`src/rtl/spm_pkg.sv`:
```
// -----------------------------------------------------------------------------
// spm_pkg
//   Shared definitions for scratchpad-memory (SPM) initiators.
//   - Default widths for SPM word address, data and transfer length
//   - BYTEEN_ALL: byte-enable value for a full-word access at default width
//   - spm_state_t: copy engine FSM states
//   - spm_cmd_t: bus command bundle {data, addr, byteen, we} at default widths
// -----------------------------------------------------------------------------
package spm_pkg;

    localparam int unsigned SPM_ADDR_W = 16;
    localparam int unsigned SPM_DATA_W = 32;
    localparam int unsigned SPM_LEN_W  = 16;

    localparam logic [SPM_DATA_W/8-1:0] BYTEEN_ALL = '1;

    typedef enum logic [2:0] {
        ST_IDLE,
        ST_READ,
        ST_CAPT,
        ST_WRITE,
        ST_DONE
    } spm_state_t;

    typedef struct packed {
        logic [SPM_DATA_W-1:0]   data;
        logic [SPM_ADDR_W-1:0]   addr;
        logic [SPM_DATA_W/8-1:0] byteen;
        logic                    we;
    } spm_cmd_t;

endpackage

```
`src/rtl/spm_copy_ctrl.sv`:
```
// -----------------------------------------------------------------------------
// spm_copy_ctrl
//   Sequencing FSM and remaining-word counter of the SPM copy master.
//   Copy: READ -> CAPT -> WRITE per word. Fill: WRITE only, one word per cycle.
//   Optional feature macro: SPM_COPY_FILL_EN (only affects what drives
//   start_fill in the top; this block always supports fill sequencing).
// Ports:
//   clk, reset      clock, asynchronous active-low reset
//   start           start request (honoured only in IDLE)
//   start_fill      fill-mode select, sampled with start
//   len             word count, sampled with start
//   busy, done      status (busy outside IDLE, done pulse in DONE)
//   load            start accepted with non-zero length (latch operands)
//   rd_en           READ cycle: drive read command
//   capt_en         CAPT cycle: capture slave read data
//   wr_en           WRITE cycle: drive write command, advance pointers
// -----------------------------------------------------------------------------
module spm_copy_ctrl
    import spm_pkg::*;
#(
    parameter int unsigned LEN_W = SPM_LEN_W
) (
    input  logic             clk,
    input  logic             reset,
    input  logic             start,
    input  logic             start_fill,
    input  logic [LEN_W-1:0] len,
    output logic             busy,
    output logic             done,
    output logic             load,
    output logic             rd_en,
    output logic             capt_en,
    output logic             wr_en
);

    spm_state_t       state_q;
    spm_state_t       state_d;
    logic [LEN_W-1:0] remaining;
    logic             fill_q;

    always_ff @(posedge clk or negedge reset) begin
        if (!reset) begin
            state_q <= ST_IDLE;
        end else begin
            state_q <= state_d;
        end
    end

    always_ff @(posedge clk or negedge reset) begin
        if (!reset) begin
            remaining <= '0;
            fill_q    <= 1'b0;
        end else if (load) begin
            remaining <= len;
            fill_q    <= start_fill;
        end else if (wr_en) begin
            remaining <= remaining - LEN_W'(1);
        end
    end

    always_comb begin
        state_d = state_q;
        unique case (state_q)
            ST_IDLE: begin
                if (start) begin
                    if (len == '0) begin
                        state_d = ST_DONE;
                    end else begin
                        state_d = start_fill ? ST_WRITE : ST_READ;
                    end
                end
            end
            ST_READ:  state_d = ST_CAPT;
            ST_CAPT:  state_d = ST_WRITE;
            ST_WRITE: begin
                // remaining still holds the count including the word being written
                if (remaining > LEN_W'(1)) begin
                    state_d = fill_q ? ST_WRITE : ST_READ;
                end else begin
                    state_d = ST_DONE;
                end
            end
            ST_DONE:  state_d = ST_IDLE;
            default:  state_d = ST_IDLE;
        endcase
    end

    always_comb begin
        busy    = (state_q != ST_IDLE);
        done    = (state_q == ST_DONE);
        rd_en   = (state_q == ST_READ);
        capt_en = (state_q == ST_CAPT);
        wr_en   = (state_q == ST_WRITE);
        load    = (state_q == ST_IDLE) && start && (len != '0);
    end

endmodule

```
`src/rtl/spm_copy_master.sv`:
```
// -----------------------------------------------------------------------------
// spm_copy_master
//   Word-granular block copy inside a single-ported SPM: read src word,
//   capture it, write it to dst, repeat for io_len words (strictly ascending,
//   addresses wrap modulo 2^ADDR_W). Bus outputs are decoded only from
//   registered state, pointers and data; io_S_Data never reaches them
//   combinationally.
//   Optional feature macro: SPM_COPY_FILL_EN adds io_fill/io_pattern; a fill
//   transfer writes io_pattern to every destination word without reading.
// Ports:
//   clk, reset            clock, asynchronous active-low reset
//   io_start              one-cycle start request (ignored unless idle)
//   io_src, io_dst        source / destination word address
//   io_len                number of words (0 = immediate completion)
//   io_fill, io_pattern   fill select and pattern (SPM_COPY_FILL_EN only)
//   io_busy               transfer in progress (including the done cycle)
//   io_done               one-cycle completion pulse
//   io_M_Data/Addr/ByteEn/We   SPM command
//   io_S_Data             SPM read data, valid the cycle after a read
// -----------------------------------------------------------------------------
module spm_copy_master
    import spm_pkg::*;
#(
    parameter int unsigned ADDR_W = SPM_ADDR_W,
    parameter int unsigned DATA_W = SPM_DATA_W,
    parameter int unsigned LEN_W  = SPM_LEN_W
) (
    input  logic                clk,
    input  logic                reset,
    input  logic                io_start,
    input  logic [ADDR_W-1:0]   io_src,
    input  logic [ADDR_W-1:0]   io_dst,
    input  logic [LEN_W-1:0]    io_len,
`ifdef SPM_COPY_FILL_EN
    input  logic                io_fill,
    input  logic [DATA_W-1:0]   io_pattern,
`endif
    output logic                io_busy,
    output logic                io_done,
    output logic [DATA_W-1:0]   io_M_Data,
    output logic [ADDR_W-1:0]   io_M_Addr,
    output logic [DATA_W/8-1:0] io_M_ByteEn,
    output logic                io_M_We,
    input  logic [DATA_W-1:0]   io_S_Data
);

    logic              start_fill;
    logic              load;
    logic              rd_en;
    logic              capt_en;
    logic              wr_en;
    logic [ADDR_W-1:0] src_ptr;
    logic [ADDR_W-1:0] dst_ptr;
    logic [DATA_W-1:0] data_reg;

`ifdef SPM_COPY_FILL_EN
    assign start_fill = io_fill;
`else
    assign start_fill = 1'b0;
`endif

    spm_copy_ctrl #(
        .LEN_W (LEN_W)
    ) u_ctrl (
        .clk        (clk),
        .reset      (reset),
        .start      (io_start),
        .start_fill (start_fill),
        .len        (io_len),
        .busy       (io_busy),
        .done       (io_done),
        .load       (load),
        .rd_en      (rd_en),
        .capt_en    (capt_en),
        .wr_en      (wr_en)
    );

    // In fill mode the pattern is parked in data_reg at start; CAPT never
    // occurs, so the write path is shared with the copy path.
    always_ff @(posedge clk or negedge reset) begin
        if (!reset) begin
            src_ptr  <= '0;
            dst_ptr  <= '0;
            data_reg <= '0;
        end else begin
            if (load) begin
                src_ptr <= io_src;
                dst_ptr <= io_dst;
`ifdef SPM_COPY_FILL_EN
                if (io_fill) begin
                    data_reg <= io_pattern;
                end
`endif
            end
            if (capt_en) begin
                data_reg <= io_S_Data;
            end
            if (wr_en) begin
                src_ptr <= src_ptr + ADDR_W'(1);
                dst_ptr <= dst_ptr + ADDR_W'(1);
            end
        end
    end

    always_comb begin
        io_M_Data   = '0;
        io_M_Addr   = '0;
        io_M_ByteEn = '0;
        io_M_We     = 1'b0;
        if (rd_en) begin
            io_M_Addr   = src_ptr;
            io_M_ByteEn = '1;
        end else if (wr_en) begin
            io_M_Addr   = dst_ptr;
            io_M_ByteEn = '1;
            io_M_We     = 1'b1;
            io_M_Data   = data_reg;
        end
    end

endmodule

```
`config.mk`:
```
export PLATFORM = sky130hd
export DESIGN_NAME = spm_copy_master
export DESIGN_NICKNAME = d
export VERILOG_FILES = /design/src/rtl/spm_pkg.sv /design/src/rtl/spm_copy_ctrl.sv /design/src/rtl/spm_copy_master.sv
export SDC_FILE = /design/constraint.sdc
export NUM_CORES = 1
export LEC_CHECK = 0
export BUFFER_PORTS_ARGS = -buffer_cell sky130_fd_sc_hd__buf_2
export CAP_MARGIN = 20
export CORE_MARGIN = 1
export CORE_UTILIZATION = 47
export DETAILED_ROUTE_END_ITERATION = 12
export PLACE_DENSITY = 0.77
export SYNTH_ARGS = -nofsm -noshare
export SYNTH_HDL_FRONTEND = slang
export SYNTH_SLANG_ARGS = --single-unit
```
`constraint.sdc`:
```
create_clock -name clk -period 1.8 [get_ports clk]
set_input_delay 0.36 -clock clk [delete_from_list [all_inputs] [get_ports clk]]
set_output_delay 0.36 -clock clk [all_outputs]
set_load 0.02 [all_outputs]
```
# [Yosys cells after proc, flatten, opt, wreduce, memory -nomap -nowiden]
# Index checks and enable logic that the tools add are counted.
[word_totals] output_inout_bits=55 wordCells=39 in_bits=83 ff_bits=83
[op_classes] eq_ne=5 reduce_logical=7 order_cmp=1 mux=18 n_addsub=3
[ops] op="16-bit two-way mux" count=8
[ops] op="32-bit two-way mux" count=2
[ops] op="16-bit by 1-bit adder with 16-bit output (second input constant)" count=2
[ops] op="16-bit by 1-bit > comparator with 1-bit output (second input constant)" count=1
[ops] op="16-bit logical NOT" count=1
[ops] op="16-bit nonzero test" count=1
[ops] op="16-bit by 1-bit subtractor with 16-bit output (second input constant)" count=1
[ops] op="3-bit one-hot mux with 4 select lines" count=1
[ops] op="3-bit two-way mux" count=3
[ops] op="4-bit two-way mux" count=2
[ops] op="3-bit by 2-bit == test with 1-bit output (second input constant)" count=2
[ops] op="3-bit by 1-bit == test with 1-bit output (second input constant)" count=1
[ops] op="3-bit == test (second input constant)" count=1
[ops] op="3-bit logical NOT" count=1
[ops] op="3-bit nonzero test" count=1
[ops] op="1-bit logical AND" count=2
[ops] op="1-bit two-way mux" count=2
[ops] op="2-bit inequality test (second input constant)" count=1
[ops] op="2-bit nonzero test" count=1

# [Longest topological paths before layout]
# Gate-level depths: netlist of the first run.
[logic_depth] depth_word=5 mapped_depth=8 depth_no_buf=7

# [Hierarchy]
# From an unflattened synthesis of the first run, not the netlist that was laid out.
[unflattened] cells_unflattened=522 area_unflattened_um2=4936.0
[by_module_without_submodules] module="spm_copy_master" seq_area_each_um2=1601.5 instances=1 area_each_um2=3606.0 cells_per_inst=377
[by_module_without_submodules] module="spm_copy_ctrl" seq_area_each_um2=500.5 instances=1 area_each_um2=1330.0 cells_per_inst=145

# [Worst setup path before layout of the first run]
# OpenSTA, ideal clock, no wires.
[synth_path] path_type="register to output" startpoint="register u_ctrl.state_q[2]" endpoint="output port io_M_Data[26]" path_slack_ps=-245 t_arrival_ps=1685 required_ps=1440 stages_incl_launch_ff=6 cell_sequence="dfrtp_1 > nand3b_4 > inv_2 > clkbuf_1 > clkbuf_1 > and2_1"
[synth_between] elab_chain_cells=3
[synth_lines] element="from (decl)" line="spm_copy_ctrl.sv:36" rtl="spm_state_t state_q;"
[synth_lines] element="from (signal assigned)" line="spm_copy_ctrl.sv:45" rtl="state_q <= state_d;"
[synth_lines] element="3-bit by 2-bit == test with 1-bit output" line="spm_copy_ctrl.sv:93" rtl="wr_en = (state_q == ST_WRITE);"
[synth_lines] element="32-bit two-way mux" line="spm_copy_master.sv:113" rtl="end else if (wr_en) begin"
[synth_lines] element="32-bit two-way mux (*)" line="spm_copy_master.sv:110" rtl="if (rd_en) begin"
[synth_lines] element="to (decl)" line="spm_copy_master.sv:40" rtl="output logic [DATA_W-1:0] io_M_Data,"
# Mark *: on every way between the ends. The rest lies on a longest branch, timed or not.

# [Worst setup path in the final report of the first run]
[layout_path] startpoint="register u_ctrl.state_q[2]" endpoint="output port io_M_Data[27]"
# Same word-level chain as after synthesis.

==> results of run 1 <==
==> final cells by class <==
| cell class | count | area [um2] |
|---|---|---|
| Multi-Input combinational cell | 358 | 2557 |
| Tap cell | 129 | 161.4 |
| Antenna cell | 2 | 5.005 |
| Inverter | 9 | 48.80 |
| Timing Repair Buffer | 208 | 1752 |
| Clock inverter | 5 | 102.6 |
| Sequential cell | 83 | 2077 |
| Fill cell | 618 | 2496 |
| Clock buffer | 10 | 127.6 |
==> per-layer routing <==
layer / global-route usage (%) / vias to the layer above / routed length [um]
li1: - / 2108 / -
met1: 34.09 / 2231 / 5734
met2: 47.42 / 279 / 7517
met3: 7.420 / 77 / 1403
met4: 16.39 / 2 / 810
met5: 0 / - / 12
==> worst max-delay path: stages (launching register included) <==
cell and delay (ns):
dfrtp_1 0.43, nand3b_4 0.21, inv_8 0.12, buf_6 0.12, buf_6 0.10, and2_4 0.13, buf_6 0.11
==> metrics by stage <==
step | total power (uW) | cell area (um2)
after floorplan | 7449 | 4572
after global placement | 9192 | 5674
after detailed placement | 9422 | 5674
after CTS | 12370 | 6422
after global routing | 14110 | 6832
final | 13450 | 6832
==> worst paths after layout <==
path                                              endpoint  depth (start not counted)
max                                          io_M_Data[27]                          6
min                               data_reg[23]$_DFFE_PN0N_                          2
max reg2reg                  u_ctrl.state_q[2]$_DFFE_PN0P_                          5
min reg2reg                       data_reg[24]$_DFFE_PN0N_                          1
max in group asynchronous           src_ptr[1]$_DFFE_PN0P_                          3
min in group asynchronous  u_ctrl.remaining[9]$_DFFE_PN0P_                          2
==> where the power goes <==
part	switching (uW)	total, uW	internal [uW]
sequential	894	3670	2770
clock	713	1630	913
combinational	4060	8160	4100
total	5670	13400	7780
==> cells in the final DEF (no fill, tap or decap), drive strengths merged, types with 4 or more instances in the layout <==
cell type and instances:
buf 203, dfrtp 83, nor2 64, and2 35, nand2 34, mux2 32
a21oi 26, o21ai 25, mux2i 19, nand3 19, nor3 16, clkbuf 14
o22ai 10, a211oi 9, inv 9, nor4 8, nand4 7, and3 7
a31oi 5, and4 5, xnor2 4, o32ai 4, ha 4
==> timing repair <==
action	in CTS	in global routing
gates cloned	2	4
endpoints found under the hold margin	27	0
resized for setup	120	66
setup buffers	15	7
endpoints found under the setup margin	72	85
hold buffers	1	0
pin swaps	8	19
==> logic make-up after synthesis <==
| logic type | Yosys count | share of synthesized area, % |
|---|---|---|
| buf+inv | 38 | 4.275 |
| compound gates | 96 | 13.29 |
| mux | 51 | 12.06 |
| xor+xnor | 5 | 0.9591 |
| fa+ha+maj | 4 | 1.096 |
| flops | 83 | 45.49 |
| simple gates | 201 | 22.83 |
==> out/qor.csv, run 1 <==
metric,value,unit
worst r2r src,u_ctrl.remaining[5]$_DFFE_PN0P_,
fin crit share,107.9,%
syn_nets,565,
pre-CTS setup slack,-0.1195,ns
Worst-Margin Slew,0.5266,ns
most common cell in the netlist,dfrtp_1,
Core Area,9328,um2
CTS tree,done,
max frequency,515.0,MHz
DR vias/cell,5.842,
Initial DRC Count,330,
final setup margin,-0.1417,ns
Max Fanout on Critical Path,6,
Yosys cell types,53,
HP Class,input pin to flop,
post-synth top area cell,dfrtp_1,
Inst Count DP,759,
Mean Syn Cell Area,9.552,um2
layout cell share with drive strength beyond 1,48.29,%
fin crit period,1.942,ns
Layout Cells excl Fill,804,
die extent in y,100.6,um
crit start category,flop,
largest net degree at the start of global routing,47,
status,"finished, violations left",
reg-to-reg setup timing slack,-0.06,ns
maximum vdd drop,1040,uV
Routed WL per cell,19.25,um
final slew viol count,0,
gr usage total,28.72,%
RSZ-0062 raised after global routing,yes,
hold path startpoint,io_S_Data[23],
LEAKAGE,0.003108,uW
main flop type after synthesis,dfrtp_1,
IO buf count,137,
Post-Synthesis Cells,478,
# nets final,756,
Post-synth EDFFs,0,
Power Density,1968,nW/um2
worst hold margin,0.2273,ns
gpl congestion,0.8529,
setup TNS,-4.050,ns
Routed WL,15480,um
"top cells by count, synth","dfrtp_1 (83), nor2_1 (62), and2_1 (35), nand2_1 (34), mux2_2 (32)",
Num CTS Buffers,9,
# H-tree levels,3,
CP Capture Type,primary output,
Skew-Pair Late Insertion Delay,0.36,ns
Clock transition at path regs,0.09,ns
I/O pins,138,
Initial Util,48.95,%
Synth area leaders,"dfrtp_1 (45%), mux2_2 (7.9%), nor2_1 (5.1%)",
failing checks,negative setup slack,
Critical Setup Path Class,flop to primary output,
sequential-to-total area share from yosys stat,45.49,%
area of the die,10110,um2
final hold violation count,0,
Seq cells post-synth,83,
max-cap check violation count,0,
initial antenna violation count,3,
Detail Placement HPWL,9270,um
post-synth top area share,45.49,%
Synth-to-Final Area Change,49.63,%
Largest register FFs,32,
Slew headroom,64.62,%
synth warn,0,
final setup skew,0.01345,ns
Chip Width,100.6,um
Post-synth ARST share,100.0,%
Worst setup startpoint,u_ctrl.state_q[2]$_DFFE_PN0P_,
"Setup violations, final",53,
vias in the first global route,4664,
TritonRoute pass-1 iters,5,
grt total ovfl,0,
clock root buffer,clkbuf_8,
global-route wire length before repair,22250,um
"Cell Area, Synth",4566,um2
Crit path required time,1.44,ns
Util after Layout,73.24,%
via count,4697,
Row Count,35,
"antenna viol nets, final",0,
clk buf depth,2,
DRC Markers,0,
clock sink total,83,
critical path arrival,1.58,ns
Power figures use the tool's default switching activity.
==> run 2: changes to the inputs <==
--- a/config.mk
+++ b/config.mk
@@ -10,6 +10,7 @@
 export CORE_MARGIN = 1
 export CORE_UTILIZATION = 47
 export DETAILED_ROUTE_END_ITERATION = 12
+export MAX_ROUTING_LAYER = met4
 export PLACE_DENSITY = 0.77
 export SYNTH_ARGS = -nofsm -noshare
 export SYNTH_HDL_FRONTEND = slang
==> out/qor.csv, run 2 (synthesized netlist as in run 1, its figures left out) <==
metric,value,unit,change
final slew viol count,0,,unchanged
area of the die,10110,um2,unchanged
max frequency,515.9,MHz,+0.18%
CP Capture Type,primary output,,
# H-tree levels,3,,unchanged
gr usage total,31.21,%,+2.5 points
RSZ-0062 raised after global routing,yes,,
clock root buffer,clkbuf_8,,
final hold violation count,0,,unchanged
Worst-Margin Slew,0.4261,ns,-0.1005 ns
Slew headroom,71.59,%,+7.0 points
initial antenna violation count,1,,-2
clk buf depth,2,,unchanged
max-cap check violation count,0,,unchanged
Inst Count DP,759,,unchanged
Core Area,9328,um2,unchanged
HP Class,input pin to flop,,
# nets final,751,,-0.66%
Clock transition at path regs,0.09,ns,about the same
Initial DRC Count,312,,-5.5%
"most common cell after layout, fill and taps aside",buf_2,,
clock sink total,83,,unchanged
maximum vdd drop,1079,uV,+3.8%
Detail Placement HPWL,9382,um,+1.2%
status,"finished, violations left",,
global-route wire length before repair,23400,um,+5.1%
Routed WL per cell,18.86,um,-2.0%
"antenna viol nets, final",0,,unchanged
Layout Cells excl Fill,799,,-0.62%
gpl congestion,0.8894,,+4.3%
grt total ovfl,0,,unchanged
Initial Util,48.95,%,unchanged
die extent in y,100.6,um,unchanged
Synth-to-Final Area Change,48.26,%,
final setup margin,-0.1383,ns,+0.003477 ns
Routed WL,15070,um,-2.6%
DRC Markers,0,,unchanged
IO buf count,137,,unchanged
Power Density,1955,nW/um2,-0.67%
Row Count,35,,unchanged
most frequent cells in the layout,"buf_2 (85), dfrtp_1 (82), buf_4 (58), nor2_1 (52), buf_6 (45)",,
crit start category,flop,,
critical path arrival,1.58,ns,about the same
setup TNS,-3.188,ns,+0.8617 ns
Largest register FFs,32,,unchanged
Crit path required time,1.44,ns,about the same
Util after Layout,72.57,%,-0.67 points
TritonRoute pass-1 iters,5,,unchanged
Num CTS Buffers,9,,unchanged
vias in the first global route,4740,,+1.6%
layout cell share with drive strength beyond 1,48.88,%,+0.59 points
worst hold margin,0.2400,ns,+0.01270 ns
LEAKAGE,0.003070,uW,-1.2%
"Setup violations, final",52,,-1.9%
via count,4623,,-1.6%
Max Fanout on Critical Path,4,,-2
Critical Setup Path Class,flop to primary output,,
fin crit period,1.938,ns,-0.003477 ns
largest net degree at the start of global routing,33,,-30%
Skew-Pair Late Insertion Delay,0.34,ns,-0.02 ns
I/O pins,138,,unchanged
CTS tree,done,,
DR vias/cell,5.786,,-0.96%
failing checks,negative setup slack,,
fin crit share,107.7,%,-0.19 points
final setup skew,0.008646,ns,-0.004800 ns
Chip Width,100.6,um,unchanged
run 2: cell types whose count changed in the layout (fill, tap and decap cells not counted), moves of 2 or more:
cell,previous run,this run
clkbuf_16,4,0
nor4_4,2,0
nor4_1,6,4
buf_6,50,45
nor4_2,0,4
a21oi_1,25,23
and3_1,3,5
a21oi_2,1,3
bufbuf_16,0,2
run 2: per-stage QoR:
stage / power, uW / cell area (um2) / setup WS (ns)
2_1_floorplan: 7449 / 4572 / 0.01198
3_3_place_gp: 9187 / 5674 / -0.05252
3_5_place_dp: 9443 / 5674 / -0.1261
4_1_cts: 12760 / 6585 / -0.1183
5_1_grt: 13900 / 6769 / -0.1786
6_report: 13240 / 6769 / -0.1383
run 2: timing repair:
item	CTS	global route
buffers inserted	13	5
pin swaps	10	15
gates resized for setup	146	38
hold buffers	1	0
endpoints found under the hold margin	27	0
setup endpoints to repair	72	81
cloned	4	0
run 2: power breakdown:
group | internal [uW] | leakage [uW] | switching (uW)
sequential | 2770 | 0.000961 | 884
combinational | 3970 | 0.00200 | 3970
clock | 926 | 0.000113 | 711
total | 7670 | 0.00307 | 5570
run 2: layout make-up:
type | count | area (um2)
Multi-Input combinational cell | 358 | 2559
Fill cell | 655 | 2559
Sequential cell | 83 | 2078
Timing Repair Buffer | 203 | 1680
Tap cell | 129 | 161.4
Clock buffer | 10 | 127.6
Clock inverter | 6 | 113.9
Inverter | 9 | 46.29
Antenna cell | 1 | 2.502
run 2: layer usage:
metal / up-vias / global-route usage [%] / wire length [um]
met2: 258 / 50.58 / 7498
met3: 57 / 6.449 / 1162
met5: - / - / 0
met4: 0 / 15.72 / 560
li1: 2099 / - / -
met1: 2209 / 37.00 / 5847
run 2: worst max-delay path, stage by stage, from the launching register on:
cell      delay [ns]
dfrtp_2         0.44
buf_6           0.13
nand3b_4        0.10
inv_8           0.06
buf_12          0.13
buf_6           0.12
and2_4          0.13
buf_6           0.12
run 2: final timing paths:
| kind | from | end | slack (ns) | depth (start not counted) |
|---|---|---|---|---|
| worst max register to register | u_ctrl.state_q[0]$_DFFE_PN0P_ | u_ctrl.remaining[8]$_DFFE_PN0P_ | -0.03 | 9 |
| worst min register to register | dst_ptr[15]$_DFFE_PN0P_ | dst_ptr[15]$_DFFE_PN0P_ | 0.51 | 1 |
| max in group asynchronous | reset | dst_ptr[1]$_DFFE_PN0P_ | 0.81 | 3 |
| min in group asynchronous | reset | data_reg[26]$_DFFE_PN0N_ | 0.48 | 2 |
| worst min-delay path | io_S_Data[4] | data_reg[4]$_DFFE_PN0N_ | 0.24 | 2 |
| worst max-delay path | u_ctrl.state_q[1]$_DFFE_PN0P_ | io_M_Data[26] | -0.14 | 7 |
==> run 3: changes to the inputs <==
==> constraint.sdc (replaced) <==
create_clock -name clk -period 1.8 [get_ports clk]
set_input_delay 0.27 -clock clk [delete_from_list [all_inputs] [get_ports clk]]
set_output_delay 0.27 -clock clk [all_outputs]
set_load 0.02 [all_outputs]
==> out/qor.csv, run 3 (synthesized netlist as in run 1, its figures left out) <==
metric,value,unit,change
status,"finished, violations left",,
failing checks,negative setup slack,,
vias in the first global route,4383,,-7.5%
Chip Width,100.6,um,unchanged
CP Capture Type,flop,,
"Setup violations, final",31,,-40%
final setup skew,0.01733,ns,+0.008684 ns
max-cap check violation count,0,,unchanged
Critical Setup Path Class,flop to flop,,
# nets final,739,,-1.6%
Slew headroom,72.38,%,+0.79 points
crit start category,flop,,
LEAKAGE,0.002883,uW,-6.1%
Num CTS Buffers,9,,unchanged
Routed WL,13350,um,-11%
switch share,42.49,%,+0.43 points
crit-path leading delay family,compound AO/OA/AOI/OAI gates,,
"antenna viol nets, final",0,,unchanged
Pint,6884,uW,-10%
clock sink total,83,,unchanged
Worst-Margin Slew,0.4143,ns,-0.01182 ns
worst path cell trace,buf_12 > nor3_4 > nand2_2 > buf_4 > o21ai_4 > o21ai_1 > a221o_1,,
combinational fraction of design power,56.4,%,-3.6 points
global-route wire length before repair,20820,um,-11%
P_sw,5086,uW,-8.6%
TritonRoute pass-1 iters,5,,unchanged
final hold violation count,0,,unchanged
clock root buffer,clkbuf_8,,
fin crit share,103.5,%,-4.2 points
clock share of power,13.8,%,+1.4 points
CTS tree,done,,
storage element area,2078,um2,unchanged
gr usage total,27.10,%,-4.1 points
DR vias/cell,5.668,,-2.0%
DRC Markers,0,,unchanged
area of the die,10110,um2,unchanged
crit-path max cell delay,0.46,ns,+0.02 ns
die extent in y,100.6,um,unchanged
critical path arrival,2.10,ns,+0.52 ns
max frequency,537.0,MHz,+4.1%
grt total ovfl,0,,unchanged
Initial DRC Count,221,,-29%
area of the multi-input gates,2391,um2,-6.6%
Core Area,9328,um2,unchanged
RSZ-0062 raised after global routing,yes,,
gpl congestion,0.9009,,+1.3%
initial antenna violation count,2,,+1
layout cell share with drive strength beyond 1,40.94,%,-7.9 points
# fillers,730,,+11%
final slew viol count,0,,unchanged
"most common cell after layout, fill and taps aside",buf_2,,
# H-tree levels,3,,unchanged
HP Class,input pin to flop,,
largest net degree at the start of global routing,40,,+21%
fin crit period,1.862,ns,-0.07613 ns
Power Density,1916,nW/um2,-2.0%
Routed WL per cell,16.94,um,-10%
maximum vdd drop,981.0,uV,-9.1%
via count,4466,,-3.4%
pre-CTS setup slack,-0.1336,ns,-0.007514 ns
clk buf depth,2,,unchanged
setup TNS,-0.6290,ns,+2.559 ns
sequential share of power,29.9,%,+2.3 points
IO buf count,137,,unchanged
Initial Util,48.95,%,unchanged
Clock transition at path regs,0.10,ns,about the same
Synth-to-Final Area Change,36.83,%,
"Slowest-stage cell, CP",dfrtp_2,,
I/O pins,138,,unchanged
most frequent cells in the layout,"buf_2 (118), dfrtp_1 (82), nor2_1 (56), buf_4 (48), nand2_1 (33)",,
Detail Placement HPWL,8933,um,-4.8%
Largest register FFs,32,,unchanged
Skew-Pair Late Insertion Delay,0.36,ns,+0.02 ns
final setup margin,-0.06214,ns,+0.07613 ns
Max Fanout on Critical Path,5,,+1
Crit path required time,2.03,ns,+0.59 ns
Row Count,35,,unchanged
CP bufs+invs,2,,-3
==> run 3: worst register-to-register path: stages (launching register included) <==
cell and delay [ns]:
dfrtp_2 0.46, buf_12 0.14, nor3_4 0.27, nand2_2 0.12
buf_4 0.16, o21ai_4 0.20, o21ai_1 0.09, a221o_1 0.30
==> run 3: final cells by class <==
cell class	count	area share [%]
Antenna cell	2	0.08011
Multi-Input combinational cell	358	38.27
Tap cell	129	2.584
Clock inverter	4	1.562
Sequential cell	83	33.27
Inverter	9	0.6609
Clock buffer	12	2.323
Timing Repair Buffer	191	21.25
==> run 3: routing by layer <==
layer / wire length, um / part of all wire [%] / GRT usage, % / vias up
met3: 1262 / 9.5 / 6.380 / 31
met5: 0 / 0 / - / -
met4: 393 / 2.9 / 11.82 / 0
li1: - / - / - / 2083
met2: 6084 / 46 / 41.36 / 243
met1: 5611 / 42 / 34.54 / 2109
==> run 3: what timing repair did <==
| action | 4_1_cts | 5_1_grt |
|---|---|---|
| pin swaps | 4 | 18 |
| endpoints found under the hold margin | 27 | 0 |
| cloned | 1 | 2 |
| hold buffers | 1 | 0 |
| setup endpoints to repair | 65 | 81 |
| setup buffers | 10 | 9 |
| gates resized for setup | 17 | 55 |
==> run 3: worst paths after layout <==
kind | end | start | cells after the start | slack (ns)
min in group asynchronous | u_ctrl.remaining[6]$_DFFE_PN0P_ | reset | 2 | 0.40
setup / recovery | u_ctrl.remaining[2]$_DFFE_PN0P_ | u_ctrl.state_q[2]$_DFFE_PN0P_ | 7 | -0.06
max in group asynchronous | data_reg[1]$_DFFE_PN0N_ | reset | 3 | 0.81
hold reg to reg | u_ctrl.remaining[12]$_DFFE_PN0P_ | u_ctrl.remaining[12]$_DFFE_PN0P_ | 2 | 0.50
hold / removal | u_ctrl.remaining[10]$_DFFE_PN0P_ | io_len[10] | 3 | 0.13
setup reg to reg | u_ctrl.remaining[2]$_DFFE_PN0P_ | u_ctrl.state_q[2]$_DFFE_PN0P_ | 7 | -0.06
==> run 3: power groups by stage <==
stage / Clock (uW) / Combinational (uW) / Sequential (uW)
6_report: 1650 / 6750 / 3570
5_1_grt: 1750 / 7280 / 3700
4_1_cts: 1680 / 6040 / 3520
3_5_place_dp: 0 / 5720 / 3560
3_3_place_gp: 0 / 5590 / 3500
2_1_floorplan: 0 / 4120 / 3330
==> run 3: through the flow <==
stage          instances  total power (uW)  area, um2  hold WS, ns  util (%)
6_report             788             11970       6247       0.1268     66.98
3_5_place_dp         747              9273       5534       0.2257     59.33
4_1_cts              775             11230       5954       0.1147     63.84
5_1_grt              788             12730       6247       0.1349     66.98
3_3_place_gp         747              9088       5534       0.2183     59.33
2_1_floorplan        478              7442       4569     -0.02559         -
